### config.mk
export PLATFORM = sky130hd
export DESIGN_NAME = slim_death_sched_flat
export DESIGN_NICKNAME = d
export VERILOG_FILES = /design/src/rtl/slim_death_sched_pkg.sv /design/src/rtl/slim_death_sched_if.sv /design/src/rtl/slim_death_sched_rr_arb.sv /design/src/rtl/slim_death_sched.sv /design/src/flat_wrapper.sv
export SDC_FILE = /design/constraint.sdc
export NUM_CORES = 1
export LEC_CHECK = 0
export ABC_CLOCK_PERIOD_IN_PS = 1600
export BUFFER_PORTS_ARGS = -buffer_cell sky130_fd_sc_hd__buf_2
export CAP_MARGIN = 20
export CORE_MARGIN = 5
export CORE_UTILIZATION = 24
export CTS_BUF_LIST = sky130_fd_sc_hd__clkbuf_4 sky130_fd_sc_hd__clkbuf_8
export CTS_CLUSTER_DIAMETER = 80
export DETAILED_ROUTE_END_ITERATION = 10
export SYNTH_ARGS = -nofsm -noshare
export SYNTH_HDL_FRONTEND = slang
export SYNTH_SLANG_ARGS = --single-unit
### constraint.sdc
create_clock -name frame_clk -period 1.6 [get_ports frame_clk]
set_input_delay 0.32 -clock frame_clk [delete_from_list [all_inputs] [get_ports frame_clk]]
set_output_delay 0.32 -clock frame_clk [all_outputs]
set_load 0.02 [all_outputs]
### src/rtl/slim_death_sched_pkg.sv
// Shared types and constants for the slime death-animation scheduler.
// The sprite frame map is fixed at seven steps; the step counter never indexes past it.
package slim_pkg;

    localparam int NUM_SLIMES = 3;
    localparam int ID_W       = 2;
    localparam int STEP_W     = 3;
    localparam int TICK_W     = 6;
    localparam int FRAME_W    = 3;

    typedef enum logic [1:0] {
        ALIVE   = 2'd0,
        PENDING = 2'd1,
        DYING   = 2'd2,
        GONE    = 2'd3
    } slime_state_t;

    localparam logic [FRAME_W-1:0] FRAME_MAP [0:6] = '{3'd0, 3'd0, 3'd1, 3'd1, 3'd2, 3'd3, 3'd4};

    // Next slime index, wrapping modulo NUM_SLIMES.
    function automatic logic [ID_W-1:0] next_id(input logic [ID_W-1:0] id);
        return (id >= ID_W'(NUM_SLIMES - 1)) ? '0 : id + ID_W'(1);
    endfunction

endpackage

### src/rtl/slim_death_sched_if.sv
// Kill/level-start inputs and animation outputs between the game logic and the scheduler.
interface slim_death_sched_if;

    logic                                level_start;
    logic [slim_pkg::NUM_SLIMES-1:0]     kill;
    logic [slim_pkg::NUM_SLIMES-1:0]     display;
    logic [slim_pkg::NUM_SLIMES-1:0]     gone;
    logic [slim_pkg::FRAME_W-1:0]        frame;
    logic [slim_pkg::ID_W-1:0]           active_id;
    logic                                anim_busy;
    logic                                anim_done;

    modport master (
        output level_start,
        output kill,
        input  display,
        input  gone,
        input  frame,
        input  active_id,
        input  anim_busy,
        input  anim_done
    );

    modport slave (
        input  level_start,
        input  kill,
        output display,
        output gone,
        output frame,
        output active_id,
        output anim_busy,
        output anim_done
    );

endinterface

### src/rtl/slim_death_sched_rr_arb.sv
// Combinational round-robin picker over three request lines.
// The pointer register lives in the parent; an out-of-range pointer scans from slime 0.
module slim_rr_arb
    import slim_pkg::*;
(
    input  logic [NUM_SLIMES-1:0] req,
    input  logic [ID_W-1:0]       ptr,
    output logic                  grant_valid,
    output logic [ID_W-1:0]       grant_id
);

    logic [ID_W-1:0] cand0;
    logic [ID_W-1:0] cand1;
    logic [ID_W-1:0] cand2;

    always_comb begin
        cand0       = (ptr >= ID_W'(NUM_SLIMES)) ? '0 : ptr;
        cand1       = next_id(cand0);
        cand2       = next_id(cand1);
        grant_valid = |req;
        grant_id    = '0;
        if (req[cand0]) begin
            grant_id = cand0;
        end else if (req[cand1]) begin
            grant_id = cand1;
        end else if (req[cand2]) begin
            grant_id = cand2;
        end
    end

endmodule

### src/rtl/slim_death_sched.sv
// Serialises slime death animations through the single shared dead-slime sprite slot.
// Each slime runs its own lifecycle; pending kills are granted round-robin when the slot frees.
module slim_death_sched
    import slim_pkg::*;
#(
    parameter int TICKS_PER_STEP = 8,
    parameter int NUM_STEPS      = 7
)
(
    input  logic                 frame_clk,
    input  logic                 RESET,
    slim_death_sched_if.slave    bus
);

    localparam logic [TICK_W-1:0] TICK_LAST = TICK_W'(TICKS_PER_STEP - 1);
    localparam logic [STEP_W-1:0] STEP_LAST = STEP_W'(NUM_STEPS - 1);

    slime_state_t          state_q [NUM_SLIMES];
    logic                  busy_q;
    logic [ID_W-1:0]       owner_q;
    logic [ID_W-1:0]       ptr_q;
    logic [STEP_W-1:0]     step_q;
    logic [TICK_W-1:0]     tick_q;
    logic                  done_q;

    logic [NUM_SLIMES-1:0] req;
    logic                  grant_valid;
    logic [ID_W-1:0]       grant_id;
    logic                  tick_wrap;
    logic                  last_tick;

    always_comb begin
        req = '0;
        for (int i = 0; i < NUM_SLIMES; i++) begin
            req[i] = (state_q[i] == PENDING);
        end
        tick_wrap = busy_q && (tick_q == TICK_LAST);
        last_tick = tick_wrap && (step_q == STEP_LAST);
    end

    slim_rr_arb u_arb (
        .req         (req),
        .ptr         (ptr_q),
        .grant_valid (grant_valid),
        .grant_id    (grant_id)
    );

    // Release and grant are mutually exclusive within one edge, which gives the
    // single idle cycle between back-to-back animations.
    always_ff @(posedge frame_clk or posedge RESET) begin
        if (RESET) begin
            for (int i = 0; i < NUM_SLIMES; i++) begin
                state_q[i] <= ALIVE;
            end
            busy_q  <= 1'b0;
            owner_q <= '0;
            ptr_q   <= '0;
            step_q  <= '0;
            tick_q  <= '0;
            done_q  <= 1'b0;
        end else if (bus.level_start) begin
            for (int i = 0; i < NUM_SLIMES; i++) begin
                state_q[i] <= ALIVE;
            end
            busy_q  <= 1'b0;
            owner_q <= '0;
            step_q  <= '0;
            tick_q  <= '0;
            done_q  <= 1'b0;
        end else begin
            done_q <= last_tick;
            for (int i = 0; i < NUM_SLIMES; i++) begin
                if (state_q[i] == ALIVE && bus.kill[i]) begin
                    state_q[i] <= PENDING;
                end
            end
            if (busy_q) begin
                if (tick_wrap) begin
                    tick_q <= '0;
                    if (step_q == STEP_LAST) begin
                        state_q[owner_q] <= GONE;
                        busy_q           <= 1'b0;
                        owner_q          <= '0;
                        step_q           <= '0;
                    end else begin
                        step_q <= step_q + STEP_W'(1);
                    end
                end else begin
                    tick_q <= tick_q + TICK_W'(1);
                end
            end else if (grant_valid) begin
                state_q[grant_id] <= DYING;
                busy_q            <= 1'b1;
                owner_q           <= grant_id;
                ptr_q             <= next_id(grant_id);
                step_q            <= '0;
                tick_q            <= '0;
            end
        end
    end

    always_comb begin
        bus.display = '0;
        bus.gone    = '0;
        for (int i = 0; i < NUM_SLIMES; i++) begin
            bus.display[i] = (state_q[i] == DYING);
            bus.gone[i]    = (state_q[i] == GONE);
        end
        bus.frame     = busy_q ? FRAME_MAP[step_q] : '0;
        bus.active_id = busy_q ? owner_q : '0;
        bus.anim_busy = busy_q;
        bus.anim_done = done_q;
    end

endmodule

### src/flat_wrapper.sv
// flat-port wrapper written by rule: the top's interface ports become plain ports
module slim_death_sched_flat import slim_pkg::*;
#(
    parameter int TICKS_PER_STEP = 8,
    parameter int NUM_STEPS      = 7
)
  (frame_clk, RESET, bus_level_start, bus_kill, bus_display, bus_gone, bus_frame, bus_active_id, bus_anim_busy, bus_anim_done);
  slim_death_sched_if bus_i ();
  input  logic frame_clk;
  input  logic RESET;
  input wire logic [$bits(bus_i.level_start)-1:0] bus_level_start;
  input wire logic [$bits(bus_i.kill)-1:0] bus_kill;
  output wire logic [$bits(bus_i.display)-1:0] bus_display;
  output wire logic [$bits(bus_i.gone)-1:0] bus_gone;
  output wire logic [$bits(bus_i.frame)-1:0] bus_frame;
  output wire logic [$bits(bus_i.active_id)-1:0] bus_active_id;
  output wire logic [$bits(bus_i.anim_busy)-1:0] bus_anim_busy;
  output wire logic [$bits(bus_i.anim_done)-1:0] bus_anim_done;
  assign bus_i.level_start = bus_level_start;
  assign bus_i.kill = bus_kill;
  assign bus_display = bus_i.display;
  assign bus_gone = bus_i.gone;
  assign bus_frame = bus_i.frame;
  assign bus_active_id = bus_i.active_id;
  assign bus_anim_busy = bus_i.anim_busy;
  assign bus_anim_done = bus_i.anim_done;
  slim_death_sched #(.TICKS_PER_STEP(TICKS_PER_STEP), .NUM_STEPS(NUM_STEPS)) u_core (.frame_clk(frame_clk), .RESET(RESET), .bus(bus_i));
endmodule
==> key figures <==
CTS
  • CTS Root Buffer Type: clkbuf_8
  • Clock transition time at the flip-flop clock pins of the worst setup and hold paths: 80 ps
  • Sink count of the clock tree: 21
  • Maximum root-to-sink buffer count: 2
  • Clock tree from TritonCTS: done
  • TritonCTS Buffers: 3
  • Number of buffers inserted for hold repair after clock tree synthesis: 0
  • Worst skew pair latency: 250 ps
  • Number of H-tree levels: 1

Synthesis
  • Number of flops mapped to enable cells by yosys: 0
  • Cell type with the largest total area after synthesis: dfrtp_1
  • Most used flip-flop cell after synthesis: dfrtp_1
  • Mean area per synthesized cell: 9.53 um^2
  • Unique cell type count in the Yosys netlist: 52
  • Number of synthesis warnings: 0
  • Post-synthesis net count: 151
  • Number of synthesized register bits: 21
  • Area of the mapped netlist: 1340 um^2
  • Fraction of synthesized cell area taken by the top area cell type: 39.1%
  • Proportion of register bits with asynchronous set or reset after synthesis: 100%
  • Instance count of the mapped netlist: 141
  • Share of the yosys chip area belonging to registers: 39.1%
  • Top cells by area, synth: dfrtp_1, ha_1, a21oi_1

Final layout
  • Non-filler cells in the finished layout: 264
  • Count of fill cells added during filler insertion: 561
  • Storage cell area: 529 um^2
  • Area of combinational cells with multiple inputs: 900 um^2
  • Commonest non-fill, non-tap cells in the layout: buf_4, dfrtp_1, buf_2, nor2_1
  • Most common cell after layout, fill and taps aside: buf_4
  • Number of antenna cells inserted: 0
  • Finished Core Util: 35.6%
  • Layout Cell Area excl Fill: 1950 um^2
  • Nets: 203
  • Share of final-layout standard cells stronger than drive strength 1: 47.4%
  • P&R area growth vs syn: 45.1%

Placed design
  • Buffers added on ports: 18
  • Number of placed instances, taps included: 256
  • HPWL reported at the end of detailed placement: 2580 um
  • Placer congestion estimate: 0.816
  • DP Worst Slack: -179 ps
  • Area post-placement: 1740 um^2

Min path
  • Class of the most critical hold timing path: input pin to async pin

Status
  • Violated checks: setup timing
  • Result of the run: complete, but fails checks

Critical path
  • Largest fanout of any net on the critical path: 3
  • CP required: 1760 ps
  • CP Cell Sequence: inv_2 > ha_2 > and4bb_1 > a21oi_2 > a31o_2 > a221oi_2
  • CP max stage delay: 430 ps
  • Signal arrival time at the worst endpoint: 1890 ps
  • Worst path slowest cell: dfrtp_1
  • Critical Path End Type: register
  • Worst Setup Start Kind: register
  • Class of the most critical setup path: register to register

Routing
  • Number of remaining DRC errors: 0
  • Initial DRC count: 81
  • 1st-pass router iterations: 4
  • Wire per inst: 13.6 um
  • Total Wirelength: 3590 um
  • Vias after detailed routing: 1,279
  • Per-cell via count in the routed design: 4.84
  • Post-route ant nets: 0

Pwr
  • IR Drop Worst-Case VDD: 0.000508 V
  • Leakage power of the design: 0.869 nW
  • Power per Cell Area: 1400 nW/um^2

GRT
  • Global routing's busiest layer: met2
  • Via count of the first global-routing pass: 1,252
  • Wire length of the first global-routing pass: 5840 um
  • Antenna violations before repair: 0
  • Met3 usage in global routing: 1.36%
  • Maximum number of pins on one net before global-route repair: 22
  • Routing usage on met2: 16.0%
  • Total congestion overflow: 0
  • Total global-route track usage: 9.86%
  • Grt met1 use: 13.4%

Floorplan
  • Horizontal die dimension: 84.8 um
  • Area of the die: 7200 um^2
  • Y dimension of the die: 84.8 um
  • Num rows: 27
  • Core region area: 5470 um^2
  • Number of ports placed on the die boundary: 19
  • Initial standard-cell utilization of the core: 24.6%

Timing
  • Time the worst path needs with I/O delays and setup: 1730 ps
  • Setup repair after global routing missed its margin: yes
  • Final cycle utilization of the critical path: 108%
  • Final Hold Viols: 0
  • Number of failing setup endpoints in the final timing report: 9
  • Worst-case headroom to the max-slew limit: 78.4%
  • Slew at the pin with the worst max-slew slack: 324 ps
  • Setup skew after layout: 1.12 ps
  • Pins Over Slew Limit: 0
  • Final WS setup: -125 ps
  • Highest clock rate: 580 MHz

Run
  • Max-cap violations: 0
-- report_power, final --
| part | total (mW) | internal (mW) | switching (mW) |
|---|---|---|---|
| Combinational | 1.59 | 0.745 | 0.845 |
| Clock | 0.364 | 0.194 | 0.170 |
| Sequential | 0.783 | 0.645 | 0.138 |
| Total | 2.74 | 1.58 | 1.15 |
-- area by class of cell --
class / count / share of cell area [%]
multi-input cells: 106 / 46.1
well taps: 72 / 4.62
flip-flops and latches: 21 / 27.2
repair buffers: 50 / 17.5
clock buffers: 4 / 2.50
inverters: 11 / 2.12
-- worst max-delay path: cells and delay by family, from the launching register on --
kind / cells / cell delay, ps
compound gates: 3 / 650
buf+inv: 1 / 100
flops: 1 / 430
fa+ha+maj: 1 / 190
simple gates: 1 / 260
-- per-stage QoR --
stage / total power, mW / hold slack [ps] / setup TNS [ps]
5_1_grt: 2.93 / 128 / -1600
3_3_place_gp: 2.09 / 394 / -734
4_1_cts: 2.60 / 96.3 / -505
6_report: 2.74 / 85.8 / -589
3_5_place_dp: 2.10 / 378 / -820
2_1_floorplan: 1.60 / 297 / -23.3
-- synth_stat cells, types with 2 or more instances --
library cell and n:
inv_1 10, a21oi_1 9, nand2b_1 6, o32ai_1 3, o21a_1 2, and2_1 4
dfrtp_1 21, nor2b_1 4, o21ai_1 4, a311oi_1 2, nor4b_1 2, ha_1 4
nand3_1 3, nor2_1 12, a31oi_1 5, a221oi_1 2, nand4_1 2, nand2_1 8
a22o_1 4, a221oi_2 2
-- registers in the layout, summed over array words and instances, names as in the netlist --
name / flops
u_core.ptr_q: 2
u_core.step_q: 3
u_core.bus.anim_busy: 1
u_core.owner_q: 2
u_core.tick_q: 6
u_core.state_q: 6
u_core.bus.anim_done: 1
-- metal layers --
layer / vias to the layer above / part of all wire, % / wire length (um)
met5: - / 0 / 0
met2: 32 / 47 / 1700
met3: 2 / 4.6 / 166
met4: 0 / 1.0 / 36
met1: 609 / 47 / 1690
li1: 636 / - / -
-- worst paths after layout --
kind	from	to	slack (ps)	cells after the start
worst min-delay path	RESET	u_core.state_q[0]$_DFF_PP0_	90	3
min in group frame_clk	bus_level_start	u_core.step_q[0]$_DFFE_PP0P_	320	2
worst min register to register	u_core.tick_q[1]$_DFFE_PP0P_	u_core.tick_q[1]$_DFFE_PP0P_	540	1
worst max-delay path	u_core.ptr_q[1]$_DFFE_PP0P_	u_core.state_q[2]$_DFF_PP0_	-130	6
max in group asynchronous	RESET	u_core.bus.anim_busy$_DFF_PP0_	1280	3
worst max register to register	u_core.ptr_q[1]$_DFFE_PP0P_	u_core.state_q[2]$_DFF_PP0_	-130	6
-- cells by family after synthesis --
kind of cell / Yosys count / share of synthesized area, %
flops: 21 / 39.1
xor+xnor: 1 / 0.652
buf+inv: 14 / 4.28
mux: 2 / 1.58
fa+ha+maj: 4 / 3.72
simple gates: 55 / 25.7
compound gates: 44 / 25.0
-- repair_timing --
item	in CTS	in global routing
setup buffers	0	5
pin swaps	10	11
endpoints found under the hold margin	0	0
endpoints found under the setup margin	13	17
gates resized for setup	13	17
Power figures use the tool's default switching activity.
